--- config.mk ---
export PLATFORM = sky130hd
export DESIGN_NAME = sb_3320_turn_command_gen
export DESIGN_NICKNAME = d
export VERILOG_FILES = /design/src/rtl/sb_3320_turn_command_gen.sv
export SDC_FILE = /design/constraint.sdc
export NUM_CORES = 1
export LEC_CHECK = 0
export ABC_AREA = 1
export CORE_UTILIZATION = 50
export CTS_CLUSTER_DIAMETER = 200
export DETAILED_ROUTE_END_ITERATION = 12
export PLACE_DENSITY_LB_ADDON = 0.2
export SYNTH_ARGS = -nofsm -noshare
export SYNTH_HDL_FRONTEND = slang
export SYNTH_SLANG_ARGS = --single-unit
--- constraint.sdc ---
create_clock -name clk_50 -period 2 [get_ports clk_50]
set_input_delay 0.4 -clock clk_50 [delete_from_list [all_inputs] [get_ports clk_50]]
set_output_delay 0.4 -clock clk_50 [all_outputs]
set_load 0.05 [all_outputs]
--- src/rtl/sb_3320_turn_command_gen.sv ---
// Line-follower turn command generator: synchronises and debounces three line
// sensors, then steers through follow/node/search states and stops after a target node count or a lost-line timeout.
module sb_3320_turn_command_gen #(
    parameter int DEBOUNCE_CYCLES = 50000,
    parameter int LOST_TIMEOUT    = 25000000,
    parameter int NODE_TARGET     = 4
) (
    input  logic       clk_50,
    input  logic       reset,
    input  logic       start,
    input  logic [2:0] sensor,
    output logic [2:0] turn,
    output logic [3:0] node_count,
    output logic       node_pulse,
    output logic       done,
    output logic       lost
);

    localparam int DB_W = $clog2(DEBOUNCE_CYCLES + 1);
    localparam int TO_W = $clog2(LOST_TIMEOUT + 1);

    localparam logic [2:0] TURN_STOP    = 3'b000;
    localparam logic [2:0] TURN_FORWARD = 3'b001;
    localparam logic [2:0] TURN_LEFT    = 3'b010;
    localparam logic [2:0] TURN_RIGHT   = 3'b011;
    localparam logic [2:0] TURN_EXTREME = 3'b100;

    typedef enum logic [2:0] {
        ST_IDLE,
        ST_FOLLOW,
        ST_NODE,
        ST_SEARCH,
        ST_DONE
    } state_t;

    logic [2:0]      sync1_reg;
    logic [2:0]      s_sync_reg;
    logic [2:0]      s_db_reg;
    logic [DB_W-1:0] db_cnt_reg;
    logic [TO_W-1:0] lost_timer_reg;
    state_t          state_reg;
    logic [2:0]      turn_reg;
    logic [3:0]      node_count_reg;
    logic            node_pulse_reg;
    logic            done_reg;
    logic            lost_reg;
    logic            lost_hit_reg;

    // Per-bit two-flop synchroniser; each comparator is asynchronous to clk_50.
    genvar gi;
    generate
        for (gi = 0; gi < 3; gi++) begin : g_sync
            always_ff @(posedge clk_50) begin
                if (reset) begin
                    sync1_reg[gi]  <= 1'b0;
                    s_sync_reg[gi] <= 1'b0;
                end else begin
                    sync1_reg[gi]  <= sensor[gi];
                    s_sync_reg[gi] <= sync1_reg[gi];
                end
            end
        end
    endgenerate

    // The incoming sample is compared against the current synchronised value,
    // so the count restarts on the same edge that s_sync takes a new pattern.
    always_ff @(posedge clk_50) begin
        if (reset) begin
            db_cnt_reg <= '0;
            s_db_reg   <= 3'b000;
        end else if (sync1_reg != s_sync_reg) begin
            db_cnt_reg <= '0;
        end else if (db_cnt_reg == DB_W'(DEBOUNCE_CYCLES - 1)) begin
            s_db_reg <= s_sync_reg;
        end else begin
            db_cnt_reg <= db_cnt_reg + 1'b1;
        end
    end

    always_ff @(posedge clk_50) begin
        if (reset) begin
            state_reg      <= ST_IDLE;
            turn_reg       <= TURN_STOP;
            node_count_reg <= 4'd0;
            node_pulse_reg <= 1'b0;
            done_reg       <= 1'b0;
            lost_reg       <= 1'b0;
            lost_hit_reg   <= 1'b0;
            lost_timer_reg <= '0;
        end else begin
            node_pulse_reg <= 1'b0;
            done_reg       <= (state_reg == ST_DONE);
            case (state_reg)
                ST_IDLE, ST_DONE: begin
                    turn_reg <= TURN_STOP;
                    if (state_reg == ST_DONE) begin
                        lost_reg <= lost_hit_reg;
                    end
                    if (start) begin
                        state_reg      <= ST_FOLLOW;
                        node_count_reg <= 4'd0;
                        lost_reg       <= 1'b0;
                        lost_hit_reg   <= 1'b0;
                    end
                end
                ST_FOLLOW: begin
                    case (s_db_reg)
                        3'b010:         turn_reg <= TURN_FORWARD;
                        3'b110, 3'b100: turn_reg <= TURN_LEFT;
                        3'b011, 3'b001: turn_reg <= TURN_RIGHT;
                        3'b111: begin
                            turn_reg       <= TURN_FORWARD;
                            node_pulse_reg <= 1'b1;
                            state_reg      <= ST_NODE;
                            if (node_count_reg != 4'd15) begin
                                node_count_reg <= node_count_reg + 1'b1;
                            end
                        end
                        3'b000: begin
                            state_reg      <= ST_SEARCH;
                            lost_timer_reg <= '0;
                        end
                        default: turn_reg <= turn_reg;  // 101: hold previous steering
                    endcase
                end
                ST_NODE: begin
                    turn_reg <= TURN_FORWARD;
                    if (s_db_reg != 3'b111) begin
                        if (NODE_TARGET != 0 && node_count_reg == 4'(NODE_TARGET)) begin
                            state_reg    <= ST_DONE;
                            lost_hit_reg <= 1'b0;
                        end else begin
                            state_reg <= ST_FOLLOW;
                        end
                    end
                end
                ST_SEARCH: begin
                    turn_reg <= TURN_EXTREME;
                    // Reacquiring the line wins over a simultaneous timeout.
                    if (s_db_reg != 3'b000) begin
                        state_reg      <= ST_FOLLOW;
                        lost_timer_reg <= '0;
                    end else if (lost_timer_reg == TO_W'(LOST_TIMEOUT - 1)) begin
                        state_reg    <= ST_DONE;
                        lost_hit_reg <= 1'b1;
                    end else begin
                        lost_timer_reg <= lost_timer_reg + 1'b1;
                    end
                end
                default: state_reg <= ST_IDLE;
            endcase
        end
    end

    assign turn       = turn_reg;
    assign node_count = node_count_reg;
    assign node_pulse = node_pulse_reg;
    assign done       = done_reg;
    assign lost       = lost_reg;

endmodule

==> flow_summary.ini, run 1 <==
[outcome]
outcome = finished clean

[setup_path]
max_stage_delay_ns = 0.82
rr_worst_depth = 10
startpoint_type = flip-flop
critPathRequiredTime_ns = 1.60
worst_ep_arrival_time_ns = 1.56
r2r_slack_ns = 0.20
worst-path-buf-inv = 1
crit_chain = clkdlybuf4s50_1
critPathCaptureType = output port
path_max_fanout = 4
critPathTopFamily = buffers and inverters
path_class = reg2out
cp.depth = 1
critPathSlowestCell = clkdlybuf4s50_1

[timing]
hold_viol = 0
max_clock_freq_mhz = 510
rsz0062_at_grt = no
fin_worst_skew_ns = 0.0156
holdWs_ns = 0.440
slew_headroom_pct = 66.5
fin_tns_setup_ns = 0
finalSetupViolCount = 0
slew_viol_final = 0
period_needed_ns = 1.96
min_period_over_period_pct = 98.0
tightest_slew_ns = 0.501

[cts]
cts-root-buf = clkbuf_8
cts_buffers = 9
cts_hold_buf = 0
cts_tree = yes
clkLatencyLatePin_ns = 0.36
postCtsSetupRepairBufs = 0
htree_levels = 3
cts.sinks = 64
clock_path_buffers = 2
clkTransAtPathRegs_ns = 0.08

[pwr]
power_leakage_uw = 0.00153
p_total_uw = 3030
power.density_nw_per_um2 = 752
peakVddDrop_uv = 429

[floorplanning]
core_area_sq_um = 6830
die_h_microns = 86.2
start_util_pct = 51.8
die-area_sq_um = 7430
rows = 30
ios = 16
die_x_microns = 86.2

[final_layout]
num_antenna_cells = 0
syn_to_final_growth_pct = 13.7
fin_nets = 562
drive_above_1_share_pct = 9.71
final_cell_count_no_fill = 652
utilization_pct = 59.0
fill_cells = 687
largest_reg_flops = 25

[synthesis]
yosysWarnings = 0
synth_fp_nets = 539
synth_common_cells = nand2_1 (118), nor2_1 (75), inv_1 (72), dfxtp_1 (64), nand3_1 (41)
synth_enable_flop_cells = 0
async_flop_share_pct = 0
netlist_instances = 528
yosysSeqAreaShare_pct = 36.2
ys_ff_latch = 64
synth.top_cell.area_share_pct = 36.2
synth_top_area_cell = dfxtp_1
synth_area_sq_um = 3540
synthFlopType = dfxtp_1
synth.most_common_cell = nand2_1
ys_types = 40
yosys-top-cells-area = dfxtp_1 (36%), nand2_1 (13%), nor2_1 (7.9%), inv_1 (7.6%), nand3_1 (5.8%)
syn_avg_cell_area_sq_um = 6.71

[place]
dp_hpwl_mm = 5.66
finalWeightedCongestion = 0.889
io_buffers = 15
dp.cells = 636

[routing]
totalWireLength_mm = 7.65
vias = 3315
via_per_inst = 5.08
drc = 0
drtIter0Drc = 193
dr.pass1.iters = 5
wl_per_cell_microns = 11.7
ant_nets = 0

[global_routing]
grt_overflow_total = 0
grt_pass1_vias = 2852
antenna_found_initial = 0
track_usage_pct = 22.4
grt_pass1_wl_mm = 13.0
grt_max_degree = 18

[hold_path]
hold_depth = 2
hp-class = reg2reg

[job]
cap_violations = 0
-- layout by cell type (no fill, tap or decap), types with 2 or more instances in the layout --
master	instances
a21oi_1	34
a21oi_2	6
buf_4	3
bufinv_16	2
clkbuf_8	9
clkdlybuf4s50_1	13
clkinv_4	2
dfxtp_1	64
ha_1	4
inv_1	72
inv_2	4
inv_6	3
nand2_1	118
nand2_2	3
nand2_4	4
nand3_1	41
nand3_2	2
nand3b_1	2
nand4_1	17
nor2_1	75
nor2_2	3
nor2_8	2
nor3_1	16
nor4_1	2
o21ai_0	23
o21ai_1	2
o21bai_1	3
or2_2	3
xnor2_1	7
-- path summary, 6_finish.rpt --
kind	startpoint	to
min reg2reg	sync1_reg[2]	s_sync_reg[2]
max	node_count[1]	node_count[1]
max reg2reg	lost_timer_reg[0]	lost_timer_reg[12]
min	sync1_reg[2]	s_sync_reg[2]
-- final cells by class --
cell class | instances | area [sq um] | area share, %
clock inverter | 7 | 103 | 2.55
clock buffer | 9 | 124 | 3.08
sequential | 64 | 1280 | 31.8
timing repair buffer | 18 | 174 | 4.32
inverter | 78 | 300 | 7.46
tap | 96 | 120 | 2.98
multi-input combinational | 380 | 1930 | 47.8
-- kinds of logic (layout without fill, tap and decap cells) --
kind of cell             Yosys count  in the layout  synth area share, %
AND/OR/NAND/NOR                  295            295                 39.0
XOR/XNOR                           8              8                 1.98
buffers and inverters             84            112                 9.54
adder cells (fa/ha/maj)            5              5                 1.77
AO/OA/AOI/OAI                     72             72                 11.6
flip-flops                        64             64                 36.2
-- report_power, final --
group	internal (uW)	switching, uW	total (uW)	leakage (uW)
combinational	122	299	422	0.000902
sequential	1300	25.8	1330	0.000518
clock	714	566	1280	0.000110
-- per-stage QoR --
stage | setup WS [ns] | area (sq um)
detailed placement | 0.205 | 3800
global route | 0.00546 | 4030
finish | 0.0406 | 4030
CTS | 0.0103 | 4020
global placement | 0.251 | 3800
floorplan | 0.335 | 3540
-- per-layer routing --
layer,wire (microns),GRT usage (%)
met5,0,0
met4,119,7.42
met3,334,5.14
met2,3270,33.7
met1,3930,31.5
-- repair_timing --
| action | CTS | global route |
|---|---|---|
| gates resized for setup | 1 | 2 |
| pin swaps | 0 | 0 |
| setup endpoints to repair | 1 | 3 |
No activity file was read; power rests on OpenSTA's default activity.
==> inputs of run 2 (changes only) <==
- SKIP_LAST_GASP: default -> 1
==> results of run 2 <==
Same layout as run 1: the final DEF is identical, and so are final timing and power.
